### config.mk
export PLATFORM = sky130hd
export DESIGN_NAME = iter_shift_unit
export DESIGN_NICKNAME = d
export VERILOG_FILES = /design/src/rtl/iter_shift_unit.sv
export SDC_FILE = /design/constraint.sdc
export NUM_CORES = 1
export LEC_CHECK = 0
export BUFFER_PORTS_ARGS = -buffer_cell sky130_fd_sc_hd__buf_2
export CORE_AREA = 2 2 93 95
export CTS_CLUSTER_SIZE = 8
export DETAILED_ROUTE_END_ITERATION = 7
export DIE_AREA = 0 0 95 97
export HOLD_SLACK_MARGIN = 0.15
export PLACE_DENSITY = 0.67
export SETUP_SLACK_MARGIN = 0.02
export SYNTH_ARGS = -nofsm -noshare
export SYNTH_HDL_FRONTEND = slang
export SYNTH_SLANG_ARGS = --single-unit
export TNS_END_PERCENT = 20
### constraint.sdc
create_clock -name clk -period 6.8 [get_ports clk]
set_input_delay 1.02 -clock clk [delete_from_list [all_inputs] [get_ports clk]]
set_output_delay 1.02 -clock clk [all_outputs]
set_load 0.02 [all_outputs]
### src/rtl/iter_shift_unit.sv
// Multi-cycle logical-left shifter: repeatedly applies a 4-bit or 1-bit shift
// step to an accumulator until the captured shift amount is exhausted.
module iter_shift_unit #(
  parameter int WIDTH = 32,
  parameter int CNT_W = 5
) (
  input  logic             clk,
  input  logic             rst_n,
  input  logic             start,
  input  logic [WIDTH-1:0] op_data,
  input  logic [CNT_W-1:0] shamt,
  output logic             busy,
  output logic             done,
  output logic [WIDTH-1:0] result
);

  typedef enum logic [1:0] {
    IDLE  = 2'd0,
    SHIFT = 2'd1,
    DONE  = 2'd2
  } state_t;

  state_t           state_q, state_d;
  logic [WIDTH-1:0] acc_q, acc_d;
  logic [CNT_W-1:0] cnt_q, cnt_d;
  logic [WIDTH-1:0] result_q, result_d;
  logic             done_q, done_d;
  logic             busy_q, busy_d;

  logic [WIDTH-1:0] step4, step1;

  assign step4 = {acc_q[WIDTH-5:0], 4'b0000};
  assign step1 = {acc_q[WIDTH-2:0], 1'b0};

  // busy/done/result are computed from the next state so they can be registered
  always_comb begin
    state_d  = state_q;
    acc_d    = acc_q;
    cnt_d    = cnt_q;
    result_d = result_q;
    done_d   = 1'b0;
    busy_d   = 1'b0;
    unique case (state_q)
      IDLE: begin
        if (start) begin
          acc_d = op_data;
          cnt_d = shamt;
          if (shamt == '0) begin
            state_d  = DONE;
            done_d   = 1'b1;
            result_d = op_data;
          end else begin
            state_d = SHIFT;
            busy_d  = 1'b1;
          end
        end
      end
      SHIFT: begin
        if (cnt_q >= CNT_W'(4)) begin
          acc_d = step4;
          cnt_d = cnt_q - CNT_W'(4);
        end else begin
          acc_d = step1;
          cnt_d = cnt_q - CNT_W'(1);
        end
        if (cnt_d == '0) begin
          state_d  = DONE;
          done_d   = 1'b1;
          result_d = acc_d;
        end else begin
          busy_d = 1'b1;
        end
      end
      DONE: begin
        state_d = IDLE;
      end
      default: begin
        state_d = IDLE;
      end
    endcase
  end

  always_ff @(posedge clk or negedge rst_n) begin
    if (!rst_n) begin
      state_q  <= IDLE;
      acc_q    <= '0;
      cnt_q    <= '0;
      result_q <= '0;
      done_q   <= 1'b0;
      busy_q   <= 1'b0;
    end else begin
      state_q  <= state_d;
      acc_q    <= acc_d;
      cnt_q    <= cnt_d;
      result_q <= result_d;
      done_q   <= done_d;
      busy_q   <= busy_d;
    end
  end

  assign busy   = busy_q;
  assign done   = done_q;
  assign result = result_q;

endmodule
==> results.toml, run 1 <==
[outcome]
status = "completed"

[timing]
hold_viol = 0
relSlewSlack = 0.234
fin_setup_tns_ns = 0
rsz0062_at_grt = "no"
finalMaxSlewViolations = 0
fin_skew_ns = 0.0137
fmax_ghz = 0.281
min_period_ns = 3.56
setup_violations = 0
finalCritPeriodShare = 0.523
tightestPinTransition_ns = 1.15

[power_and_ir_drop]
pwr-share-clk = 0.161
seq_power_share = 0.348
p_sw_uw = 942
swShare = 0.428
peakVddDrop_v = 0.000232
power.leakage_uw = 0.00222
power_density_mw_per_mm2 = 515
intPower_uw = 1260
combinationalPowerShare = 0.491

[synthesis]
yosysTopAreaCell = "dfrtp_1"
ys_types = 35
synth_top_family_by_area = "multiplexers"
synthArstFlopShare = 1.00
yosys-top-cells-count = "dfrtp_1 (72), mux2i_1 (51), nand2_1 (43)"
synth_area_mm2 = 0.00363
synth-xor-area-share = 0
synthSimpleGateAreaFrac = 0.0993
synth_ff_type = "dfrtp_1"
ys_top_cells_by_area = "dfrtp_1 (50%), mux2i_1 (14%), o21ai_0 (5.4%), nand2_1 (4.4%), a21oi_1 (3.9%)"
syn_area_per_cell_um2 = 10.1
synth_mux_area_frac = 0.207
synthCells = 361
synth_compound_area_frac = 0.126
synthAdderAreaFrac = 0.0138
synth_edf_count = 0
synth_top_area_frac = 0.496
synth_fp_nets = 405
yosysMostFrequentCell = "dfrtp_1"
ys_ff_latch = 72
yosys_warnings = 0
yosysSeqAreaShare = 0.496

[clocking]
cts_root_buffer = "clkbuf_8"
cts_buffer_depth = 2
cts_hold_buf = 0
cts_setup_buffers = 0
cts_tree = "yes"
path_clk_slew_ns = 0.08
ctsResizeCount = 0
htree_levels = 3
clock_latency_ns = 0.35
cts_buffers = 9
cts_sinks = 72

[floorplan]
core_region_area_mm2 = 0.00813
ioPinCount = 74
dieArea_mm2 = 0.00922
die_w_um = 95
initial_core_util = 0.446
dieHeight_um = 97
num_rows = 33

[place]
dp_hpwl_um = 5240
portBuffers = 73
gp_congestion = 0.856
post-place-cells = 520
placedInstanceArea_mm2 = 0.00407

[critical_path]
cp_max_fo = 18
worstPathRequired_ns = 7.03
rr_endpoint = "result[1]"
worst_setup_path_end_kind = "register"
crit_end = "result[1]"
arrival_ns = 3.79
r2r_cells = 8
rrSetupSlack_ns = 3.24
cp-startpoint = "cnt_q[3]"
rr_startpoint = "cnt_q[3]"
critPathLaunchType = "register"
worstSetupPathType = "reg2reg"

[detailed_routing]
first_pass_iters = 4
viasPerCell = 5.02
drt_iter0_drc = 135
wl_um = 7580
wire_per_inst_um = 14.1
via_count = 2692
remaining_drc_errors = 0
ant_nets = 0

[cells_and_area]
finalNetCount = 470
drive_above_1_share = 0.276
final_util = 0.526
fillers = 730
syn_to_final_growth_pct = 17.8
diodes = 0
final_area_mm2 = 0.00428
fin_cells = 536

[global_route]
grtUsageTotal = 0.179
antenna_found_initial = 0
grt_pass1_vias = 2728
grt_pass1_wl_um = 13000
grt_overflow = 0
grt_max_degree = 73

[min_path]
hold_class = "reg2reg"

[run]
max_cap_violations = 0
## logic make-up after synthesis
family,count (synthesis)
AO/OA/AOI/OAI,79
adder cells (fa/ha/maj),4
buffers and inverters,50
flip-flops,72
multiplexers,70
AND/OR/NAND/NOR,86
## worst max-delay path: stages, from the launching register on
cell and delay (ns):
dfrtp_1 0.44, inv_1 0.12, ha_1 0.23, a2111oi_4 0.89, nor3b_1 0.18, o221a_4 0.29, a21oi_4 0.51, buf_4 0.42
mux2_2 0.37
## metal layers
layer	routed length [um]	GRT usage	up-vias
met5	0	0	-
met4	90	0.0546	0
met3	363	0.0498	9
met2	3580	0.265	56
met1	3550	0.255	1281
li1	-	-	1346
## power groups by stage
stage	Combinational (uW)	Sequential (uW)	Clock [uW]
after floorplan	729	853	0
after global placement	1070	768	0
after detailed placement	1090	774	0
after CTS	1100	768	360
after global routing	1210	798	380
final	1080	767	354
## metrics by stage
step	worst slack (ns)	power, uW	hold slack [ns]
floorplan	4.37	1580	0.450
global placement	3.34	1840	0.465
detailed placement	3.22	1860	0.479
CTS	3.20	2220	0.496
global route	3.01	2390	0.519
finish	3.24	2200	0.495
## how the worst min path moves through the flow
stage | startpoint | endpoint | slack (ns) | depth (start not counted)
after floorplan | acc_q[28] | acc_q[28] | 0.45 | 2
after CTS | acc_q[29] | acc_q[29] | 0.50 | 2
after global routing | acc_q[29] | acc_q[29] | 0.52 | 2
final | acc_q[29] | acc_q[29] | 0.49 | 2
after detailed placement | acc_q[30] | acc_q[30] | 0.48 | 2
after global placement | acc_q[30] | acc_q[30] | 0.47 | 2
## cell type report
| class | count | area (um^2) | share of cell area |
|---|---|---|---|
| clock inverters | 5 | 53.8 | 0.0126 |
| multi-input cells | 239 | 1640 | 0.385 |
| repair buffers | 76 | 388 | 0.0907 |
| inverters | 28 | 105 | 0.0246 |
| flip-flops and latches | 72 | 1800 | 0.421 |
| clock buffers | 11 | 151 | 0.0354 |
| well taps | 105 | 131 | 0.0307 |
## cells in the final DEF (no fill, tap or decap), types with 2 or more instances in the layout
cell type  netlist  routed
a21oi_1         28      28
clkbuf_8         0      11
nor2_1          31      31
mux2_2          12      12
ha_1             4       4
inv_1           28      28
nor2b_1          2       2
mux2i_1         51      51
dfrtp_1         72      72
buf_4            3       3
o21ai_0         39      39
buf_2            3      73
clkinv_2         0       3
mux2_4           7       7
nand2_1         43      43
a22oi_1          3       3
## registers in the layout (all words and copies together) (netlist names)
name / cells
result: 32
cnt_q: 5
state_q: 2
busy: 1
acc_q: 31
done: 1
Power figures use the tool's default switching activity.
==> inputs of run 2 (changes only) <==
==> constraint.sdc (replaced) <==
create_clock -name clk -period 3.35 [get_ports clk]
set_input_delay 0.5025 -clock clk [delete_from_list [all_inputs] [get_ports clk]]
set_output_delay 0.5025 -clock clk [all_outputs]
set_load 0.02 [all_outputs]
==> run 2 against run 1 <==
Power grew 100%. First-iteration DRC count decreased by 16%. Design area hardly changed. Via count increased by 3.2%. Combinational power rose by 110%. Largest cell class unchanged. Hold slack worse by 0.32 ns. Worst setup slack worse by 2.9 ns. Critical path depth did not move. Sequential share of layout area about the same.
==> results.toml, run 2 (synthesis gave the netlist of run 1 again) <==
[cells_and_area]
final_common_cell = "buf_2"
drive_above_1_share = 0.277
largest_reg_flops = 32
syn_to_final_growth_pct = 17.9
finalNetCount = 473
layout_common_cells = "buf_2 (73), dfrtp_1 (72), mux2i_1 (51), nand2_1 (43), o21ai_0 (39)"
fillers = 741
diodes = 0

[power_and_ir_drop]
peakVddDrop_v = 0.000429
power.leakage_uw = 0.00221
power.total_uw = 4420
power_density_mw_per_mm2 = 1030

[critical_path]
rrSetupSlack_ns = 0.35
rr_endpoint = "result[20]"
worstPathRequired_ns = 3.61
rr_startpoint = "cnt_q[3]"
cp_max_fo = 20
critPathLaunchType = "register"
worstSetupPathType = "reg2reg"
worst_setup_path_end_kind = "register"
r2r_cells = 8
arrival_ns = 3.26

[clocking]
cts_buffer_depth = 2
cts_buffers = 9
cts_setup_buffers = 0
ctsResizeCount = 0
cts_hold_buf = 0
path_clk_slew_ns = 0.07
cts_sinks = 72
cts_tree = "yes"
htree_levels = 3
clock_latency_ns = 0.35
cts_root_buffer = "clkbuf_8"

[detailed_routing]
wl_um = 7870
remaining_drc_errors = 0
ant_nets = 0
drt_iter0_drc = 113
first_pass_iters = 4
viasPerCell = 5.16
wire_per_inst_um = 14.6
via_count = 2777

[timing]
finalCritPeriodShare = 0.895
fin_setup_tns_ns = 0
fmax_ghz = 0.334
tightestPinTransition_ns = 0.856
finalMaxSlewViolations = 0
setup_violations = 0
relSlewSlack = 0.428
fin_skew_ns = 0.00926
rsz0062_at_grt = "no"
min_period_ns = 3.00
hold_viol = 0

[place]
portBuffers = 73
dp_hpwl_um = 5400
gp_congestion = 0.826

[global_route]
antenna_found_initial = 0
grt_pass1_wl_um = 13700
grt_overflow = 0
grtUsageTotal = 0.187
grt_max_degree = 73
grt_pass1_vias = 2825

[run]
max_cap_violations = 0

[floorplan]
die_w_um = 95
initial_core_util = 0.446
core_region_area_mm2 = 0.00813
num_rows = 33
dieHeight_um = 97
dieArea_mm2 = 0.00922
ioPinCount = 74

[min_path]
hold_class = "in2async"

[outcome]
status = "completed"
## run 2: worst max-delay path, stage by stage (launching register included)
cell and delay [ns]:
dfrtp_1 0.44, inv_1 0.13, ha_1 0.23, a2111oi_4 0.42, nor3b_1 0.14, o221a_4 0.26
a21oi_4 0.66, buf_4 0.40, mux2i_1 0.23
## run 2: layout make-up
cell class                      instances  area, um^2  area share
Clock inverter                          4        31.3     0.00731
Multi-Input combinational cell        239        1640       0.384
Timing Repair Buffer                   79         423      0.0989
Clock buffer                           11         141      0.0331
Sequential cell                        72        1800       0.421
Tap cell                              105         131      0.0307
Inverter                               28         105      0.0246
## run 2: metal layers
layer,track usage,up-vias,share of wire
met5,0,-,0
met4,0.0680,0,0.017
met3,0.0444,13,0.055
met2,0.282,84,0.46
met1,0.263,1326,0.47
li1,-,1354,-
## run 2: worst max path at each step
stage                      end     start  slack [ns]
detailed placement  result[19]  cnt_q[3]        0.35
CTS                 result[19]  cnt_q[3]        0.33
global route        result[20]  cnt_q[3]        0.15
finish              result[20]  cnt_q[3]        0.35
floorplan            result[3]  cnt_q[3]        1.01
global placement    result[19]  cnt_q[3]        0.49
## run 2: per-stage QoR
step | worst slack, ns | hold slack, ns | util | std cells | cell area (um^2)
4_1_cts | 0.334 | 0.185 | 0.526 | 538 | 4280
3_3_place_gp | 0.489 | 0.467 | 0.505 | 523 | 4110
5_1_grt | 0.153 | 0.206 | 0.526 | 538 | 4280
3_5_place_dp | 0.355 | 0.486 | 0.505 | 523 | 4110
2_1_floorplan | 1.01 | 0.207 | - | 361 | 3630
6_report | 0.353 | 0.173 | 0.526 | 538 | 4280
## run 2: report_power, final
group / internal, uW / switching [uW]
Sequential: 1280 / 294
Clock: 286 / 335
Combinational: 912 / 1320
Total: 2480 / 1940
